===== config.mk =====
export PLATFORM = sky130hd
export DESIGN_NAME = puff_scheduler
export DESIGN_NICKNAME = d
export VERILOG_FILES = /design/src/rtl/puff_scheduler_pkg.sv /design/src/rtl/puff_scheduler_jiffy_watchdog.sv /design/src/rtl/puff_scheduler.sv
export SDC_FILE = /design/constraint.sdc
export NUM_CORES = 1
export LEC_CHECK = 0
export BUFFER_PORTS_ARGS = -buffer_cell sky130_fd_sc_hd__buf_2
export CAP_MARGIN = 10
export CELL_PAD_IN_SITES_DETAIL_PLACEMENT = 0
export CELL_PAD_IN_SITES_GLOBAL_PLACEMENT = 1
export CORE_ASPECT_RATIO = 1.5
export CORE_UTILIZATION = 35
export DETAILED_ROUTE_END_ITERATION = 8
export PLACE_DENSITY_LB_ADDON = 0.2
export SLEW_MARGIN = 20
export SYNTH_ARGS = -nofsm -noshare
export SYNTH_HDL_FRONTEND = slang
export SYNTH_HIERARCHICAL = 1
export SYNTH_SLANG_ARGS = --single-unit
export TNS_END_PERCENT = 10

===== constraint.sdc =====
create_clock -name sysclk -period 2.2 [get_ports sysclk]
set_input_delay 0.22 -clock sysclk [delete_from_list [all_inputs] [get_ports sysclk]]
set_output_delay 0.22 -clock sysclk [all_outputs]
set_load 0.02 [all_outputs]

===== src/rtl/puff_scheduler_pkg.sv =====
`default_nettype none
// ============================================================================
// Package    : puff_sched_pkg
// Description: Shared state encoding and default timing constants for the
//              fuel-injection puff scheduler.
// Revision   : 1.0 - initial release
// ============================================================================
package puff_sched_pkg;

   typedef enum logic [1:0] {
      IDLE  = 2'd0,
      ARM   = 2'd1,
      RUN   = 2'd2,
      FAULT = 2'd3
   } puff_sched_state_t;

   localparam logic [15:0] PUFF_SCHED_STALL_JF_DEF   = 16'd25000;
   localparam int          PUFF_SCHED_ARM_CYCLES_DEF = 4;

endpackage : puff_sched_pkg
`default_nettype wire


===== src/rtl/puff_scheduler_jiffy_watchdog.sv =====
`default_nettype none
// ============================================================================
// Module     : jiffy_watchdog
// Description: Strobe-driven up-counter with clear and enable that saturates
//              at a programmable limit and flags expiry.
// Revision   : 1.0 - initial release
// ============================================================================
module jiffy_watchdog #(
   parameter int WIDTH = 16
) (
   input  logic             clk,
   input  logic             rst,
   input  logic             i_clr,
   input  logic             i_en,
   input  logic             i_strobe,
   input  logic [WIDTH-1:0] i_limit,
   output logic             o_expired
);

   logic [WIDTH-1:0] r_count;

   // Clear has priority so a same-cycle clear beats the terminal tick.
   always_ff @(posedge clk) begin
      if (rst || i_clr) begin
         r_count <= '0;
      end else if (i_en && i_strobe && (r_count != i_limit)) begin
         r_count <= r_count + WIDTH'(1);
      end
   end

   assign o_expired = (r_count == i_limit);

endmodule : jiffy_watchdog
`default_nettype wire


===== src/rtl/puff_scheduler.sv =====
`default_nettype none
// ============================================================================
// Module     : puff_scheduler
// Description: Sequences the puff timer: timeout/length config, enable arming,
//              bank alternation, puff counting and stall fault handling.
//              Macro PUFF_SCHED_BANK_ALT_EN enables per-puff bank alternation.
// Revision   : 1.0 - initial release
// ============================================================================
module puff_scheduler
   import puff_sched_pkg::*;
#(
   parameter logic [15:0] STALL_JF   = PUFF_SCHED_STALL_JF_DEF,
   parameter int          ARM_CYCLES = PUFF_SCHED_ARM_CYCLES_DEF
) (
   input  logic        sysclk,
   input  logic        sysreset,
   input  logic        pulse50k,
   input  logic        mcu_run,
   input  logic [15:0] mcu_len_us,
   input  logic        mcu_len_wr,
   input  logic [15:0] mcu_timeout_jf,
   input  logic        mcu_timeout_wr,
   input  logic        puff_event,
   output logic [15:0] puff_len_us,
   output logic [15:0] ign_timeout_len_jf,
   output logic        puff_enable,
   output logic        bank_sel,
   output logic [15:0] puff_count,
   output logic        stall_fault,
   output logic [1:0]  state
);

   localparam int ARM_W = (ARM_CYCLES > 1) ? $clog2(ARM_CYCLES) : 1;

   puff_sched_state_t r_state, w_state_nxt;
   logic              w_enable_nxt, w_fault_nxt;
   logic              r_puff_enable, r_stall_fault;
   logic [ARM_W-1:0]  r_arm_cnt;
   logic              w_arm_done;
   logic              r_timeout_valid;
   logic [15:0]       r_ign_timeout;
   logic [15:0]       r_len_stage, r_puff_len;
   logic              r_len_pending, w_len_commit;
   logic              r_evt_q, r_puff_rise, r_puff_fall;
   logic              w_puff_end;
   logic [15:0]       r_puff_count;
   logic              w_stall_expired;

   assign w_arm_done   = (r_arm_cnt == ARM_W'(ARM_CYCLES - 1));
   assign w_len_commit = r_len_pending && !puff_event;
   assign w_puff_end   = r_puff_fall && (r_state == RUN);

   always_comb begin
      w_state_nxt = r_state;
      case (r_state)
         IDLE:    if (mcu_run && r_timeout_valid) w_state_nxt = ARM;
         ARM:     if (!mcu_run) w_state_nxt = IDLE;
                  else if (w_arm_done) w_state_nxt = RUN;
         RUN:     if (!mcu_run) w_state_nxt = IDLE;
                  else if (w_stall_expired) w_state_nxt = FAULT;
         FAULT:   if (!mcu_run) w_state_nxt = IDLE;
         default: w_state_nxt = IDLE;
      endcase
      w_enable_nxt = (w_state_nxt == RUN);
      w_fault_nxt  = (w_state_nxt == FAULT);
   end

   always_ff @(posedge sysclk) begin
      if (sysreset) begin
         r_state       <= IDLE;
         r_puff_enable <= 1'b0;
         r_stall_fault <= 1'b0;
         r_arm_cnt     <= '0;
      end else begin
         r_state       <= w_state_nxt;
         r_puff_enable <= w_enable_nxt;
         r_stall_fault <= w_fault_nxt;
         r_arm_cnt     <= (r_state == ARM) ? r_arm_cnt + ARM_W'(1) : '0;
      end
   end

   always_ff @(posedge sysclk) begin
      if (sysreset) begin
         r_timeout_valid <= 1'b0;
         r_ign_timeout   <= 16'hFFFF;
      end else if (mcu_timeout_wr) begin
         r_timeout_valid <= 1'b1;
         r_ign_timeout   <= mcu_timeout_jf;
      end
   end

   // A write coinciding with a commit stays staged so the latest value wins.
   always_ff @(posedge sysclk) begin
      if (sysreset) begin
         r_len_stage   <= '0;
         r_len_pending <= 1'b0;
         r_puff_len    <= '0;
      end else begin
         if (w_len_commit) r_puff_len <= r_len_stage;
         if (mcu_len_wr) begin
            r_len_stage   <= mcu_len_us;
            r_len_pending <= 1'b1;
         end else if (w_len_commit) begin
            r_len_pending <= 1'b0;
         end
      end
   end

   always_ff @(posedge sysclk) begin
      if (sysreset) begin
         r_evt_q      <= 1'b0;
         r_puff_rise  <= 1'b0;
         r_puff_fall  <= 1'b0;
         r_puff_count <= '0;
      end else begin
         r_evt_q     <= puff_event;
         r_puff_rise <= puff_event && !r_evt_q;
         r_puff_fall <= !puff_event && r_evt_q;
         if (w_puff_end) r_puff_count <= r_puff_count + 16'd1;
      end
   end

`ifdef PUFF_SCHED_BANK_ALT_EN
   logic r_bank_sel;

   always_ff @(posedge sysclk) begin
      if (sysreset) begin
         r_bank_sel <= 1'b0;
      end else if (w_puff_end) begin
         r_bank_sel <= ~r_bank_sel;
      end
   end

   assign bank_sel = r_bank_sel;
`else
   assign bank_sel = 1'b0;
`endif

   // Held at zero outside RUN so every entry to RUN starts a fresh count.
   jiffy_watchdog #(
      .WIDTH (16)
   ) u_stall_wdog (
      .clk       (sysclk),
      .rst       (sysreset),
      .i_clr     ((r_state != RUN) || r_puff_rise),
      .i_en      (r_state == RUN),
      .i_strobe  (pulse50k),
      .i_limit   (STALL_JF),
      .o_expired (w_stall_expired)
   );

   assign puff_len_us        = r_puff_len;
   assign ign_timeout_len_jf = r_ign_timeout;
   assign puff_enable        = r_puff_enable;
   assign puff_count         = r_puff_count;
   assign stall_fault        = r_stall_fault;
   assign state              = r_state;

endmodule : puff_scheduler
`default_nettype wire


==> flow_summary.json, run 1 <==
{
  "outcome": "complete, no violations",
  "finalSetupViolations": 0,
  "dr_total_vias": 3238,
  "slew_headroom": 0.533,
  "r2r_end": "u_stall_wdog/r_count[14]",
  "initial_core_util": 0.360,
  "final_cell_mix": "91 x dfxtp_1, 90 x buf_2, 44 x nand2_1, 36 x a21oi_1, 33 x nor2_1",
  "min_period_over_period": 0.854,
  "cts-root-buf": "clkbuf_16",
  "netlist_instances": 418,
  "first_iter_violations": 103,
  "cts_resized": 0,
  "grt_pass1_wl_mm": 14.4,
  "gr-total-overflow": 0,
  "crit_type": "flop to flop",
  "dieArea_mm2": 0.0114,
  "grt_max_degree": 41,
  "cts_setup_buffers": 0,
  "fin_crit_ns": 1.88,
  "hpwl_mm": 6.34,
  "dpl_worst_slack_ns": 0.334,
  "drt-pass1-iter-count": 4,
  "synth-seq-cells": 91,
  "vdd_ir_drop_max_mv": 0.509,
  "drive_gt1_frac": 0.232,
  "startpoint": "u_stall_wdog/r_count[0]",
  "worst_ep_arrival_time_ns": 2.15,
  "cts.reportedPaths.clkPinSlew_ns": 0.07,
  "min_path_type": "input pin to flop",
  "gp_congestion": 0.793,
  "ant_nets": 0,
  "async_reset_ff_frac": 0,
  "rows": 46,
  "synthFlopType": "dfxtp_1",
  "endpoint": "u_stall_wdog/r_count[14]",
  "die_h_um": 130,
  "nets": 559,
  "antenna_found_initial": 0,
  "io_buffers": 90,
  "via_per_inst": 4.86,
  "synth_top_area_cell": "dfxtp_1",
  "synth_area_mm2": 0.00384,
  "p_leak_uw": 0.00193,
  "hp-start": "mcu_timeout_jf[15]",
  "fillers": 1113,
  "ios": 92,
  "slew_viol_final": 0,
  "grt_usage": 0.164,
  "finalPower_uw": 3590,
  "clkSinkCount": 91,
  "drc_errors": 0,
  "clock.fmax_mhz": 532,
  "post_drt_wl_per_cell_um": 13.5,
  "grt_setup_unrepaired": "no",
  "drv_cap": 0,
  "yosys-top-cells-area": "dfxtp_1 47%, xnor2_1 5.0%, a21oi_1 4.7%",
  "synth_warnings": 6,
  "r2r_start": "u_stall_wdog/r_count[0]",
  "worst_pin_slew_ns": 0.700,
  "skew_ns": 0.00730,
  "die_w_um": 87.5,
  "fin_ws_ns": 0.322,
  "fin_hold_ws_ns": 0.0820,
  "cts_hold_repair.buffers": 0,
  "drt-total-wl_mm": 8.97,
  "ff2ff_path_depth": 5,
  "insertion_delay_ns": 0.34,
  "core-area_mm2": 0.0106,
  "tns_ns": 0,
  "synth_edf_count": 0,
  "cp_max_fo": 7,
  "cp-end-kind": "flop",
  "yosysSeqAreaShare": 0.475,
  "syn_area_per_cell_um2": 9.18,
  "ctsLongestPathBuffers": 2,
  "grt_pass1_vias": 3002,
  "synthDistinctLibCells": 47,
  "layout_commonest_cell": "dfxtp_1",
  "areaGrowthSynthToFinish_pct": 24.1,
  "cts_tree": "yes",
  "antennaDiodeCount": 0,
  "regToRegSetupSlack_ns": 0.32,
  "startpoint_type": "flop",
  "cts_max_level": 3,
  "synth_top_area_frac": 0.475,
  "required_ns": 2.47,
  "power_density_mw_per_mm2": 754,
  "cts_buffers": 9,
  "hold_viol": 0
}
-- cell type report --
type                    count  area, um2  share of cell area
multi-input cells         314       1920               0.404
repair buffers             99        518               0.109
inverters                   2       7.51             0.00158
flip-flops and latches     91       1820               0.382
clock buffers               9        225              0.0473
clock inverters             7       87.6              0.0184
well taps                 144        180              0.0378
-- worst max-delay path: stages (launching register included) --
cell     delay (ns)
dfxtp_1        0.43
ha_1           0.24
nand3_1        0.24
or3_1          0.44
or3_1          0.31
a21oi_1        0.14
-- Yosys cell counts, drive strengths merged, types with 3 or more instances --
cell type and count:
dfxtp 91, nand2 44, a21oi 36, nor2 33, xnor2 22, nor2b 21
a211o 16, mux2i 16, clkbuf 14, or3 14, nand4 13, buf 12
nand3 11, o21ai 11, or4 8, o211ai 5, o31ai 5, and2 4
and3 4, nand2b 4, nor4 4, xor2 4, ha 3, nor3 3
-- where the power goes --
part           leakage, uW  internal (uW)  switching, uW
logic              0.00103            106            142
registers         0.000743           1700           23.2
clock network     0.000155            914            713
-- sequential cells by signal (all words and copies together) (netlist names) --
name and count:
state 2, r_puff_rise 1, ign_timeout_len_jf 16, r_len_stage 16
u_stall_wdog/r_count 16, puff_len_us 16, r_evt_q 1, r_arm_cnt 2
r_puff_fall 1, stall_fault 1, r_timeout_valid 1, puff_enable 1
r_len_pending 1, puff_count 16
-- worst min path at each step --
stage	to	depth (start not counted)
finish	ign_timeout_len_jf[15]	2
global route	ign_timeout_len_jf[5]	2
CTS	ign_timeout_len_jf[15]	2
detailed placement	r_puff_rise	1
floorplan	r_puff_fall	1
global placement	r_puff_rise	1
-- cell families (layout without fill, tap and decap cells) --
group,count (synthesis),after routing,synth area share
buf+inv,28,117,0.0388
simple gates,176,176,0.250
xor+xnor,26,26,0.0593
fa+ha+maj,3,3,0.00978
flops,91,91,0.475
other cells,2,17,0.00196
mux,16,16,0.0417
compound gates,76,76,0.124
-- metal layers --
layer | global-route usage | share of wire | up-vias
met5 | 0 | 0 | -
met4 | 0.0849 | 0.022 | 0
met3 | 0.0316 | 0.037 | 15
met2 | 0.297 | 0.53 | 61
met1 | 0.179 | 0.42 | 1508
li1 | - | - | 1654
-- per-stage QoR --
| stage | utilization | instance area, um2 | cells |
|---|---|---|---|
| final | 0.447 | 4760 | 666 |
| after global placement | 0.418 | 4450 | 650 |
| after CTS | 0.447 | 4760 | 666 |
| after detailed placement | 0.418 | 4450 | 650 |
| after global routing | 0.447 | 4760 | 666 |
| after floorplan | - | 3890 | 433 |
Power figures use the tool's default switching activity.
==> run 2, diff against run 1 <==
--- a/config.mk
+++ b/config.mk
@@ -10,9 +10,11 @@
 export CELL_PAD_IN_SITES_DETAIL_PLACEMENT = 0
 export CELL_PAD_IN_SITES_GLOBAL_PLACEMENT = 1
 export CORE_ASPECT_RATIO = 1.5
-export CORE_UTILIZATION = 35
+export CORE_UTILIZATION = 40
+export CTS_CLUSTER_DIAMETER = 50
 export DETAILED_ROUTE_END_ITERATION = 8
 export PLACE_DENSITY_LB_ADDON = 0.2
+export RECOVER_POWER = 25
 export SLEW_MARGIN = 20
 export SYNTH_ARGS = -nofsm -noshare
 export SYNTH_HDL_FRONTEND = slang
==> run 2 against run 1 <==
Compared with the run above:
- worst hold slack better by 0.0062 ns
- sequential power hardly changed
- maximum frequency is 4.7% higher
- largest power group unchanged
- critical path depth stayed put
- cell count is 5.1% lower
- wire length is 4.8% lower
- critical path type unchanged
- via count is 0.49% lower
- highest routed layer unchanged
- non-clock buffer count is 1 lower
- global-route usage is 1.7 points higher
- combinational power hardly changed
==> flow_summary.json, run 2 (synthesized netlist as in run 1, its figures left out) <==
{
  "path_buf_inv": 0,
  "drive_gt1_frac": 0.227,
  "antennaDiodeCount": 0,
  "dieArea_mm2": 0.0100,
  "cts-root-buf": "clkbuf_16",
  "clock.fmax_mhz": 558,
  "grt_pass1_wl_mm": 14.1,
  "gr-total-overflow": 0,
  "drt-pass1-iter-count": 4,
  "p_leak_uw": 0.00189,
  "vdd_ir_drop_max_mv": 0.496,
  "crit_family": "simple AND/OR/NAND/NOR gates",
  "fin_crit_ns": 1.79,
  "ff2ff_path_depth": 5,
  "io_buffers": 90,
  "die_w_um": 82.0,
  "min_period_over_period": 0.815,
  "path_cells": "ha_1, nand3_1, or3_1, or3_1, a21oi_1",
  "slew_headroom": 0.297,
  "nets": 558,
  "grt_pass1_vias": 3034,
  "cp-end-kind": "flop",
  "worst_ep_arrival_time_ns": 2.06,
  "critical_path_depth": 5,
  "post_drt_wl_per_cell_um": 13.5,
  "first_iter_violations": 129,
  "core-area_mm2": 0.00931,
  "cts_tree": "yes",
  "critical-path-slowest-cell": "or3_1",
  "cts_resized": 0,
  "crit_top_cell": "or3_1",
  "ios": 92,
  "cts_hold_repair.buffers": 0,
  "required_ns": 2.47,
  "hpwl_mm": 6.03,
  "clkSinkCount": 91,
  "areaGrowthSynthToFinish_pct": 21.6,
  "gp_congestion": 0.737,
  "skew_ns": 0.00824,
  "dr_total_vias": 3222,
  "die_h_um": 122,
  "worst_pin_slew_ns": 1.05,
  "drc_errors": 0,
  "cts_max_level": 3,
  "ant_nets": 0,
  "power_density_mw_per_mm2": 722,
  "via_per_inst": 5.10,
  "insertion_delay_ns": 0.33,
  "slew_viol_final": 0,
  "hold_depth": 2,
  "cts_setup_buffers": 0,
  "drt-total-wl_mm": 8.54,
  "startpoint_type": "flop",
  "tns_ns": 0,
  "fin_hold_ws_ns": 0.0882,
  "antenna_found_initial": 0,
  "max_stage_delay_ns": 0.42,
  "cp_max_fo": 7,
  "grt_usage": 0.181,
  "cts.reportedPaths.clkPinSlew_ns": 0.07,
  "grt_max_degree": 53,
  "finalSetupViolations": 0,
  "cts_buffers": 9,
  "outcome": "complete, no violations",
  "grt_setup_unrepaired": "no",
  "hold_viol": 0,
  "crit_type": "flop to flop",
  "final_cell_mix": "91 x dfxtp_1, 89 x buf_2, 44 x nand2_1, 36 x a21oi_1, 33 x nor2_1",
  "ctsLongestPathBuffers": 2,
  "min_path_type": "input pin to flop",
  "initial_core_util": 0.412,
  "drv_cap": 0,
  "rows": 43,
  "layout_commonest_cell": "dfxtp_1"
}
run 2: cell types whose count changed in the layout (fill, tap and decap cells not counted), moves of 2 or more:
cell,previous run,this run
inv_8,2,0
clkinv_2,0,2
clkinvlp_4,0,2
inv_6,4,1
buf_4,9,7
run 2: through the flow:
stage	cells	power, uW	setup WS, ns	instance area (um2)	utilization
floorplan	433	1920	0.260	3890	-
global route	632	3510	0.235	4670	0.501
global placement	617	2000	0.436	4400	0.473
detailed placement	617	2010	0.395	4400	0.473
finish	632	3370	0.407	4670	0.501
CTS	632	3420	0.395	4670	0.502
run 2: area by class of cell:
| type | instances | area (um2) |
|---|---|---|
| Clock buffer | 9 | 225 |
| Clock inverter | 6 | 42.5 |
| Fill cell | 892 | 4640 |
| Inverter | 2 | 7.51 |
| Multi-Input combinational cell | 314 | 1920 |
| Sequential cell | 91 | 1820 |
| Tap cell | 112 | 140 |
| Timing Repair Buffer | 98 | 507 |
run 2: worst paths after layout:
kind | startpoint | end | slack (ns)
max | u_stall_wdog/r_count[0] | u_stall_wdog/r_count[10] | 0.41
min | mcu_timeout_jf[10] | ign_timeout_len_jf[10] | 0.09
max reg2reg | u_stall_wdog/r_count[0] | u_stall_wdog/r_count[10] | 0.41
min reg2reg | r_evt_q | r_puff_rise | 0.41
run 2: per-layer routing:
metal,up-vias,routed length [um],part of all wire,GRT usage
li1,1649,-,-,-
met1,1516,3760,0.44,0.221
met2,47,4310,0.50,0.302
met3,10,312,0.037,0.0352
met4,0,163,0.019,0.0811
met5,-,0,0,0
run 2: power breakdown:
| group | total, uW | internal, uW | switching, uW |
|---|---|---|---|
| clock | 1400 | 761 | 638 |
| sequential | 1720 | 1700 | 23.9 |
| combinational | 247 | 106 | 141 |
==> run 3, diff against run 2 <==
--- a/config.mk
+++ b/config.mk
@@ -5,12 +5,13 @@
 export SDC_FILE = /design/constraint.sdc
 export NUM_CORES = 1
 export LEC_CHECK = 0
+export ABC_AREA = 1
 export BUFFER_PORTS_ARGS = -buffer_cell sky130_fd_sc_hd__buf_2
 export CAP_MARGIN = 10
 export CELL_PAD_IN_SITES_DETAIL_PLACEMENT = 0
 export CELL_PAD_IN_SITES_GLOBAL_PLACEMENT = 1
 export CORE_ASPECT_RATIO = 1.5
-export CORE_UTILIZATION = 40
+export CORE_UTILIZATION = 38
 export CTS_CLUSTER_DIAMETER = 50
 export DETAILED_ROUTE_END_ITERATION = 8
 export PLACE_DENSITY_LB_ADDON = 0.2
==> constraint.sdc (replaced) <==
create_clock -name sysclk -period 1.7 [get_ports sysclk]
set_input_delay 0.17 -clock sysclk [delete_from_list [all_inputs] [get_ports sysclk]]
set_output_delay 0.17 -clock sysclk [all_outputs]
set_load 0.02 [all_outputs]
==> run 3 against run 2 <==
Compared with the run above:
- first-iteration DRC count fell by 13%
- clock skew fell by 0.0020 ns
- non-clock buffer count rose by 11
- synthesized area rose by 7.1%
- global-route usage rose by 0.25 points
- synthesized cell count rose by 47%
- clock-buffer cell count did not move
- critical path type unchanged
- largest power group unchanged
- highest routed layer unchanged
==> flow_summary.json, run 3 <==
{
  "clkSinkCount": 91,
  "cts_max_level": 3,
  "gr-usage-met1": 0.197,
  "required_ns": 1.90,
  "areaGrowthSynthToFinish_pct": 26.6,
  "swShare": 0.246,
  "drv_cap": 0,
  "grt_max_degree": 45,
  "startpoint_type": "flop",
  "async_reset_ff_frac": 0,
  "finalPower_uw": 4630,
  "drive_gt1_frac": 0.204,
  "synth-seq-cells": 91,
  "finalNonFillerCells": 895,
  "synthFlopType": "dfxtp_1",
  "min_period_over_period": 0.890,
  "fin_ws_ns": 0.187,
  "ios": 92,
  "dpl_worst_slack_ns": 0.142,
  "dieArea_mm2": 0.0112,
  "synthDistinctLibCells": 26,
  "gr-total-overflow": 0,
  "cts.reportedPaths.clkPinSlew_ns": 0.07,
  "placed_cells": 879,
  "core-area_mm2": 0.0105,
  "fin_hold_ws_ns": 0.0399,
  "antenna_found_initial": 0,
  "skew_ns": 0.00629,
  "die_h_um": 129,
  "finalSetupViolations": 0,
  "die_w_um": 86.9,
  "power_density_mw_per_mm2": 890,
  "gp_congestion": 0.826,
  "rows": 46,
  "grt_pass1_vias": 3639,
  "regToRegSetupSlack_ns": 0.19,
  "hpwl_mm": 7.31,
  "use_met2": 0.344,
  "outcome": "complete, no violations",
  "io_buffers": 90,
  "drt-pass1-iter-count": 5,
  "yosysSeqAreaShare": 0.443,
  "cp_max_fo": 21,
  "worst_pin_slew_ns": 0.774,
  "antennaDiodeCount": 0,
  "synth_edf_count": 0,
  "cp-end-kind": "flop",
  "grt.met3_usage": 0.0363,
  "min_path_type": "input pin to flop",
  "p_switching_uw": 1140,
  "grt_usage": 0.184,
  "fin_crit_ns": 1.51,
  "synth_top_area_frac": 0.443,
  "clkPwrFrac": 0.432,
  "synth_warnings": 6,
  "cts-root-buf": "clkbuf_16",
  "ff2ff_path_depth": 12,
  "cts_setup_buffers": 0,
  "synth_most_common_cell": "nor2_1",
  "crit_type": "flop to flop",
  "insertion_delay_ns": 0.34,
  "via_per_inst": 4.48,
  "fillers": 1124,
  "yosys-top-cells-count": "149 x nor2_1, 146 x nand2_1, 91 x dfxtp_1, 58 x inv_1, 51 x nand3_1",
  "layout_commonest_cell": "nor2_1",
  "synth_top_area_cell": "dfxtp_1",
  "drc_errors": 0,
  "regArea_mm2": 0.00183,
  "p_int_uw": 3500,
  "grt_pass1_wl_mm": 16.1,
  "netlist_instances": 616,
  "grt-busiest-layer": "met2",
  "multi_input_area_mm2": 0.00203,
  "syn_area_per_cell_um2": 6.67,
  "ctsLongestPathBuffers": 2,
  "ant_nets": 0,
  "cts_tree": "yes",
  "comb_power_share": 0.081,
  "clock.fmax_mhz": 661,
  "cts_buffers": 9,
  "yosys-top-cells-area": "dfxtp_1 44%, nor2_1 14%, nand2_1 13%",
  "synth_area_mm2": 0.00411,
  "initial_core_util": 0.390,
  "pwr-share-seq": 0.487,
  "vdd_ir_drop_max_mv": 0.504,
  "dr_total_vias": 4010,
  "cts_hold_repair.buffers": 0,
  "slew_headroom": 0.484,
  "p_leak_uw": 0.00246,
  "post_drt_wl_per_cell_um": 11.1,
  "drt-total-wl_mm": 9.95,
  "final_cell_mix": "149 x nor2_1, 146 x nand2_1, 87 x buf_2, 84 x dfxtp_1, 58 x inv_1",
  "slew_viol_final": 0,
  "worst_ep_arrival_time_ns": 1.71,
  "grt_setup_unrepaired": "yes",
  "hold_viol": 0,
  "nets": 788,
  "hold_depth": 3,
  "first_iter_violations": 112
}
-- run 3: cell families (layout without fill, tap and decap cells) --
family / Yosys count / after routing / synth area share
XOR/XNOR: 1 / 1 / 0.00213
flip-flops: 91 / 91 / 0.443
AO/OA/AOI/OAI: 59 / 59 / 0.0725
adder cells (fa/ha/maj): 3 / 3 / 0.00913
other: 2 / 33 / 0.00183
AND/OR/NAND/NOR: 372 / 372 / 0.380
buffers and inverters: 88 / 192 / 0.0910
-- run 3: worst max-delay path, cell delays in order (launching register included) --
cell and delay, ns:
dfxtp_2 0.39, inv_2 0.05, nand2_1 0.06, nand2_1 0.05, nor2_1 0.11, nand2_1 0.08
nor2_2 0.12, nand2_2 0.08, buf_12 0.16, inv_1 0.05, o21bai_1 0.07, nand3_1 0.10
nor3_1 0.06
-- run 3: what timing repair did --
action | 4_1_cts | 5_1_grt
resized for setup | 0 | 7
setup endpoints to repair | 0 | 3
hold endpoints to repair | 0 | 0
-- run 3: stage by stage --
step	utilization	instance area (um2)	setup TNS [ns]
2_1_floorplan	-	4230	0
3_3_place_gp	0.465	4900	0
3_5_place_dp	0.465	4900	0
4_1_cts	0.494	5200	0
5_1_grt	0.494	5200	-0.00129
6_report	0.494	5200	0
-- run 3: worst paths after layout --
kind	from	endpoint
max	u_stall_wdog/r_count[8]	puff_enable
min	mcu_timeout_jf[0]	ign_timeout_len_jf[0]
max reg2reg	u_stall_wdog/r_count[8]	puff_enable
min reg2reg	r_arm_cnt[0]	r_arm_cnt[0]
-- run 3: cell type report --
class	instances	area share
clock buffers	9	0.0433
clock inverters	7	0.0147
inverters	67	0.0483
multi-input cells	468	0.390
flip-flops and latches	91	0.352
well taps	144	0.0346
repair buffers	109	0.117
-- run 3: power by group through the flow --
| stage | clock (uW) | combinational (uW) | sequential (uW) |
|---|---|---|---|
| 6_report | 2000 | 375 | 2260 |
| 5_1_grt | 2140 | 427 | 2260 |
| 4_1_cts | 2060 | 382 | 2260 |
| 3_5_place_dp | 0 | 381 | 2300 |
| 3_3_place_gp | 0 | 376 | 2300 |
| 2_1_floorplan | 0 | 180 | 2360 |
-- run 3: layer usage --
| layer | vias to the layer above | routed length, um |
|---|---|---|
| li1 | 2135 | - |
| met1 | 1796 | 4010 |
| met2 | 68 | 5400 |
| met3 | 11 | 404 |
| met4 | 0 | 135 |
| met5 | - | 0 |
